**config.mk**
```make
export PLATFORM = sky130hd
export DESIGN_NAME = mem_store_ctrl
export DESIGN_NICKNAME = d
export VERILOG_FILES = /design/src/rtl/mem_pkg.sv /design/src/rtl/store_lane_gen.sv /design/src/rtl/mem_store_ctrl.sv
export SDC_FILE = /design/constraint.sdc
export NUM_CORES = 1
export LEC_CHECK = 0
export CAP_MARGIN = 5
export CORE_MARGIN = 2
export CORE_UTILIZATION = 39
export DETAILED_ROUTE_END_ITERATION = 6
export PLACE_DENSITY_LB_ADDON = 0.2
export SYNTH_ARGS = -nofsm -noshare
export SYNTH_HDL_FRONTEND = slang
export SYNTH_SLANG_ARGS = --single-unit
```
**constraint.sdc**
```tcl
create_clock -name clk -period 1.4 [get_ports clk]
set_input_delay 0.28 -clock clk [delete_from_list [all_inputs] [get_ports clk]]
set_output_delay 0.28 -clock clk [all_outputs]
set_load 0.01 [all_outputs]
```
**src/rtl/mem_pkg.sv**
```systemverilog
// Shared store-controller types: funct3 encodings, FSM states, lane widths.
package mem_pkg;

    localparam logic [2:0] F3_SB = 3'b000;
    localparam logic [2:0] F3_SH = 3'b001;
    localparam logic [2:0] F3_SW = 3'b010;

    localparam int LANES   = 4;
    localparam int SMASK_W = 7;

    typedef enum logic [1:0] {
        IDLE  = 2'd0,
        WR_LO = 2'd1,
        WR_HI = 2'd2
    } state_t;

    function automatic logic [LANES-1:0] base_mask(input logic [2:0] f3);
        logic [LANES-1:0] m;
        case (f3)
            F3_SB:   m = 4'b0001;
            F3_SH:   m = 4'b0011;
            F3_SW:   m = 4'b1111;
            default: m = 4'b0000;
        endcase
        return m;
    endfunction

endpackage

```
**src/rtl/store_lane_gen.sv**
```systemverilog
// Shifts the byte mask and store data into lane position across two words.
module store_lane_gen
    import mem_pkg::*;
(
    input  logic [2:0]         i_funct3,
    input  logic [1:0]         i_offset,
    input  logic [31:0]        i_data,
    output logic [SMASK_W-1:0] o_mask,
    output logic [63:0]        o_data
);

    logic [SMASK_W-1:0] w_base;
    logic [4:0]         w_bit_shift;

    assign w_base      = {3'b000, base_mask(i_funct3)};
    assign w_bit_shift = {i_offset, 3'b000};

    assign o_mask = w_base << i_offset;
    assign o_data = {32'h0, i_data} << w_bit_shift;

endmodule

```
**src/rtl/mem_store_ctrl.sv**
```systemverilog
// Store controller: sb/sh/sw to byte-lane writes, optional split of misaligned
// stores into two word writes when MISALIGN_SPLIT_EN is defined.
module mem_store_ctrl
    import mem_pkg::*;
#(
    parameter int ADDR_WIDTH = 32,
    parameter int DATA_WIDTH = 32
) (
    input  logic                  clk,
    input  logic                  rst,
    input  logic                  req_valid,
    output logic                  req_ready,
    input  logic [2:0]            req_funct3,
    input  logic [ADDR_WIDTH-1:0] req_addr,
    input  logic [DATA_WIDTH-1:0] req_data,
    output logic [3:0]            mem_we,
    output logic [ADDR_WIDTH-1:0] mem_addr,
    output logic [DATA_WIDTH-1:0] mem_wdata,
    output logic                  busy,
    output logic                  done,
    output logic                  misalign_fault
);

`ifdef MISALIGN_SPLIT_EN
    localparam bit SPLIT_EN = 1'b1;
`else
    localparam bit SPLIT_EN = 1'b0;
`endif

    state_t                r_state;
    state_t                w_next;
    logic [2:0]            r_funct3;
    logic [ADDR_WIDTH-1:0] r_addr;
    logic [DATA_WIDTH-1:0] r_data;

    logic [SMASK_W-1:0]    w_mask;
    logic [63:0]           w_data;
    logic                  w_split;
    logic                  w_go_hi;
    logic                  w_hs;
    logic [ADDR_WIDTH-1:0] w_addr_lo;
    logic [ADDR_WIDTH-1:0] w_addr_hi;

    store_lane_gen u_lane (
        .i_funct3 (r_funct3),
        .i_offset (r_addr[1:0]),
        .i_data   (r_data[31:0]),
        .o_mask   (w_mask),
        .o_data   (w_data)
    );

    assign w_split   = |w_mask[6:4];
    assign w_go_hi   = SPLIT_EN && w_split;
    assign w_addr_lo = {r_addr[ADDR_WIDTH-1:2], 2'b00};
    assign w_addr_hi = w_addr_lo + ADDR_WIDTH'(4);

    // WR_LO is only a stall point when a second (high) write must follow.
    assign req_ready = !rst && ((r_state == IDLE) || (r_state == WR_HI) ||
                                ((r_state == WR_LO) && !w_go_hi));
    assign w_hs      = req_valid && req_ready;
    assign busy      = (r_state != IDLE);

    always_ff @(posedge clk) begin
        if (rst) begin
            r_state  <= IDLE;
            r_funct3 <= 3'b000;
            r_addr   <= '0;
            r_data   <= '0;
        end else begin
            r_state <= w_next;
            if (w_hs) begin
                r_funct3 <= req_funct3;
                r_addr   <= req_addr;
                r_data   <= req_data;
            end
        end
    end

    always_comb begin
        w_next         = r_state;
        mem_we         = 4'b0000;
        mem_addr       = '0;
        mem_wdata      = '0;
        done           = 1'b0;
        misalign_fault = 1'b0;
        case (r_state)
            IDLE: begin
                if (w_hs) w_next = WR_LO;
            end
            WR_LO: begin
                mem_addr  = w_addr_lo;
                mem_wdata = w_data[31:0];
                if (w_go_hi) begin
                    mem_we = w_mask[3:0];
                    w_next = WR_HI;
                end else begin
                    // Without split support a lane overflow is dropped, not written.
                    if (w_split) begin
                        misalign_fault = 1'b1;
                    end else begin
                        mem_we = w_mask[3:0];
                        done   = 1'b1;
                    end
                    w_next = w_hs ? WR_LO : IDLE;
                end
            end
            WR_HI: begin
                mem_addr  = w_addr_hi;
                mem_wdata = w_data[63:32];
                mem_we    = {1'b0, w_mask[6:4]};
                done      = 1'b1;
                w_next    = w_hs ? WR_LO : IDLE;
            end
            default: w_next = IDLE;
        endcase
    end

endmodule
```
======== Word-level counts from Yosys, hierarchy flattened ========
Index checks and enable logic that the tools add are counted.
word-level totals
  word-level logic and storage cells ...... 34
  output and inout port bits .............. 72
  input bits .............................. 70
  bits in registers ....................... 69
operators by class
  add/subtract/negate cells ............... 1
  equal/unequal tests ..................... 5
  reduce and logical (&&, ||, !) cells .... 10
  shift operators ......................... 2
  mux-type cells .......................... 12
operators by type and width
  cell                                            number
  case mux 32 bit (2 select lines)                2
  << shifter 32 x 5 -> 64 bit                     1
  adder 32 x 3 -> 32 bit (second input constant)  1
  case mux 4 bit (3 select lines)                 1
  case mux 4 bit (2 select lines)                 1
  << shifter 4 x 2 -> 7 bit                       1
  two-way mux 1 bit                               4
  two-way mux 4 bit                               1
  case mux 2 bit (2 select lines)                 1
  == test 3 x 1 -> 1 bit (second input constant)  1
  == test 3 x 2 -> 1 bit (second input constant)  1
  logical NOT 3 bit                               1
  OR reduction 3 bit                              1
  == test 2 x 1 -> 1 bit (second input constant)  1
  == test 2 bit (second input constant)           1
  logical AND 1 bit                               2
  logical NOT 2 bit                               1
  logical OR 1 bit                                2
  two-way mux 2 bit                               1
  != test 2 bit (second input constant)           1
  case mux 1 bit (2 select lines)                 1
  nonzero test 2 bit                              1
  OR reduction 2 bit                              1
  logical NOT 1 bit                               1

======== Longest topological paths before layout ========
Gate-level depths: netlist of run 1.
  word-level depth ........................ 7
  mapped depth ............................ 6
  gate-level depth less buffers ........... 3

======== By module ========
From an unflattened synthesis of run 1, not the netlist that was laid out.
second synthesis, totals
  cell total of the unflattened synthesis .. 419
  area, all modules ....................... 3838.7 um^2
modules (own cells, without submodules)
  module          area an instance (um^2)  seq. area each (um^2)  times used  cells an instance
  mem_store_ctrl  2906.5                   1361.3                 1           297
  store_lane_gen  932.1                    0.0                    1           122

======== Least setup slack after synthesis of run 1 ========
Ideal clock, no wire load.
  kind .................................... flip-flop to output port
  from .................................... register r_addr[0]
  to ...................................... output port mem_we[2]
  cell stages (with the launch flop) ...... 6
  slack ................................... -0.152 ns
  arrival ................................. 1.272 ns
  path buffers ............................ 3
  data required time ...................... 1.120 ns
  cells stage by stage .................... dfxtp_1 -> buf_6 -> buf_8 -> buf_6 -> mux2_2 -> o31ai_1
between the ends
  longest elaborated chain between the ends .. 4
ends and longest elaborated chain
  what                               line                  text
  start: declaration                 mem_store_ctrl.sv:33  logic [ADDR_WIDTH-1:0] r_addr;
  start signal: assignment           mem_store_ctrl.sv:73  r_addr <= req_addr;
  << shifter 4 x 2 -> 7 bit *        store_lane_gen.sv:18  assign o_mask = w_base << i_offset;
  OR reduction 3 bit                 mem_store_ctrl.sv:52  assign w_split = |w_mask[6:4];
  two-way mux 4 bit                  mem_store_ctrl.sv:98  if (w_split) begin
  case mux 4 bit (2 select lines) *  mem_store_ctrl.sv:86  case (r_state)
  end: declaration                   mem_store_ctrl.sv:16  output logic [3:0] mem_we,
Every way passes the cells marked *; elsewhere a longest branch is shown, timed or not.

======== Worst setup path in the final report of run 1 ========
Ends and elaborated chain as after synthesis.

==> impl_metrics.tcl, run 1 <==
set metrics [dict create \
    status "finished, violations left" \
    violations "negative setup slack" \
    synth-seq-cells 68 \
    worstPathArrival_ns 1.75 \
    ys_types 30 \
    clockRootBuffer "clkbuf_8" \
    post_drt_wl_per_cell_um 16.10 \
    peakVddDrop_mv 0.6075 \
    fin_skew_ns 0 \
    gp_routability_congestion 0.8302 \
    drive_gt1_share_pct 43.69 \
    hpwl_um 6788 \
    drtPass1Iterations 4 \
    cp-end-kind "output port" \
    drc 0 \
    grt_max_degree 69 \
    syn_to_final_growth_pct 79.44 \
    yosysTopAreaCell "dfxtp_1" \
    vias 3337 \
    die_width_um 98.24 \
    viasPerCell 4.808 \
    initial_core_util_pct 39.91 \
    post-route-period-util_pct 145.0 \
    synth_cells 362 \
    crit_required_ns 1.12 \
    drt_wl_total_um 11170 \
    grt.overflow.total 0 \
    power_density_nw_per_um2 819.1 \
    hold_path_class "input pin to register" \
    cts_tree "built" \
    fmax_mhz 492.7 \
    dieArea_um2 9650 \
    row_count 34 \
    setup_violations 69 \
    yosysSeqAreaShare_pct 39.31 \
    grt_antenna_before_repair 0 \
    fill_cells 639 \
    maxCapViolCount 0 \
    grt_pass1_wl_um 17970 \
    clkTransAtPathRegs_ns 0.08 \
    chipHeight_um 98.24 \
    grt_pass1_vias 3456 \
    numCtsBuffers 9 \
    drtIter0Drc 98 \
    ant_nets 0 \
    avgSynthCellArea_um2 9.567 \
    grt_setup_unrepaired "true" \
    yosysWarnings 0 \
    tightest_slew_ns 0.7506 \
    stdcell_count 694 \
    grt_usage_pct 23.03 \
    coreArea_um2 8678 \
    crit_fanout 7 \
    clk_latency_ns 0.34 \
    critical_path_class "register to output port" \
    fin_nets 651 \
    placed_cell_area_um2 5301 \
    slew_violations 0 \
    ys_top_cells_by_area "dfxtp_1, mux2i_1, and2_1" \
    io_pins 142 \
    p_leak_nw 2.889 \
    hold_viol 0 \
    num_antenna_cells 0 \
    port_buffers 139 \
    netlist_area_um2 3463 \
    cts_buffer_depth 2 \
    startpoint_type "register" \
    synth_top_area_share_pct 39.31 \
    cts_sinks 68 \
    slew_headroom_pct 49.96 \
    dp.cells 630 \
    min_period_ns 2.030 \
    htreeDepth 3 \
    layout_setup_ws_ns -0.6298 \
    holdWs_ns 0.3663 \
    post-route-cell-area_um2 6215 \
]
## path summary, 6_finish.rpt
path	endpoint	depth (start not counted)	from	slack (ns)
worst max-delay path	mem_we[2]	5	r_addr[0]	-0.63
worst min-delay path	r_data[23]	3	req_valid	0.37
worst max register to register	r_addr[0]	4	r_addr[0]	0.44
worst min register to register	r_addr[3]	2	r_addr[3]	0.51
## logic make-up after synthesis
logic type	count (synthesis)	share of synthesized area, %
other cells	1	0.1083
simple gates	152	22.07
mux	92	30.06
buf+inv	34	5.599
xor+xnor	1	0.2529
flops	68	39.31
compound gates	14	2.601
## per-layer routing
layer	routed length, um	part of all wire (%)	GRT usage [%]	up-vias
met3	808	7.2	6.228	11
met4	102	0.91	5.585	0
met5	0	0	0	-
met2	5311	48	38.88	110
met1	4948	44	29.47	1570
li1	-	-	-	1646
## state kept, by name (all words and copies together), names as in the netlist
signal / cells
r_addr: 32
r_data: 32
r_funct3: 3
r_state: 1
## power breakdown
part	leakage [nW]	internal, mW	switching, mW
logic	2.22	0.777	0.474
registers	0.563	2.05	0.0775
clock network	0.102	0.923	0.789
## synth_stat cells
master and count:
a21oi_1 1, inv_1 1, a2111oi_2 1, o31ai_1 1, mux4_2 3, nand2_1 1
o21ai_0 8, nand2b_1 5, o21a_1 1, buf_2 8, a31oi_1 1, conb_1 1
clkbuf_1 15, xor2_1 1, mux4_1 5, nor2b_1 1, nor2_1 79, buf_4 6
dfxtp_1 68, mux2_2 1, nor4bb_1 1, or4_1 1, mux2i_1 83, and2_1 54
nand3b_1 8, buf_6 3, o22a_1 1, nor3_1 1, nor2_2 1, buf_8 1
## timing repair
action                     4_1_cts  5_1_grt
gates resized for setup        408       38
hold buffers                     0        0
pin swaps                       29       11
buffers inserted                39       12
setup endpoints to repair       69       69
cloned                           6        0
## final cells by class
cell class                      count  area [um2]  area share (%)
Clock inverter                      5       58.81          0.9462
Multi-Input combinational cell    261        2086           33.56
Tap cell                          108       135.1           2.174
Inverter                            1       3.754         0.06040
Timing Repair Buffer              240        2412           38.82
Sequential cell                    68        1368           22.01
Clock buffer                       11       151.4           2.436
## critical path, stage by stage, from the launching register on
cell     delay, ns
dfxtp_4       0.38
buf_8         0.15
buf_8         0.13
or4_4         0.52
o31ai_4       0.07
buf_2         0.16
## per-stage QoR
stage               total power [mW]  setup slack, ns  setup TNS, ns  util, %
floorplan                      2.636         -0.07819        -0.2739        -
global placement               3.117          -0.7468         -28.71    61.09
detailed placement             3.135          -0.7742         -28.91    61.09
CTS                            5.070          -0.6322         -24.37    70.52
global route                   5.310          -0.6664         -27.62    71.61
finish                         5.091          -0.6298         -24.49    71.61
## placed cells by master (no fill, tap or decap), types with 9 or more instances in the layout
cell              n
and2_4           44
nor2_1           77
dfxtp_1          65
clkbuf_8         11
buf_2            24
buf_4            56
clkdlybuf4s50_1  68
buf_6            74
buf_12            9
and2_1           10
mux2i_1          81
Note: power is estimated with default switching activity, not from simulation.
==> run 2, diff against run 1 <==
ABC_CLOCK_PERIOD_IN_PS = 1400   (was not set)
==> results of run 2 <==
Same layout as run 1: the final DEF is identical, and so are final timing and power.
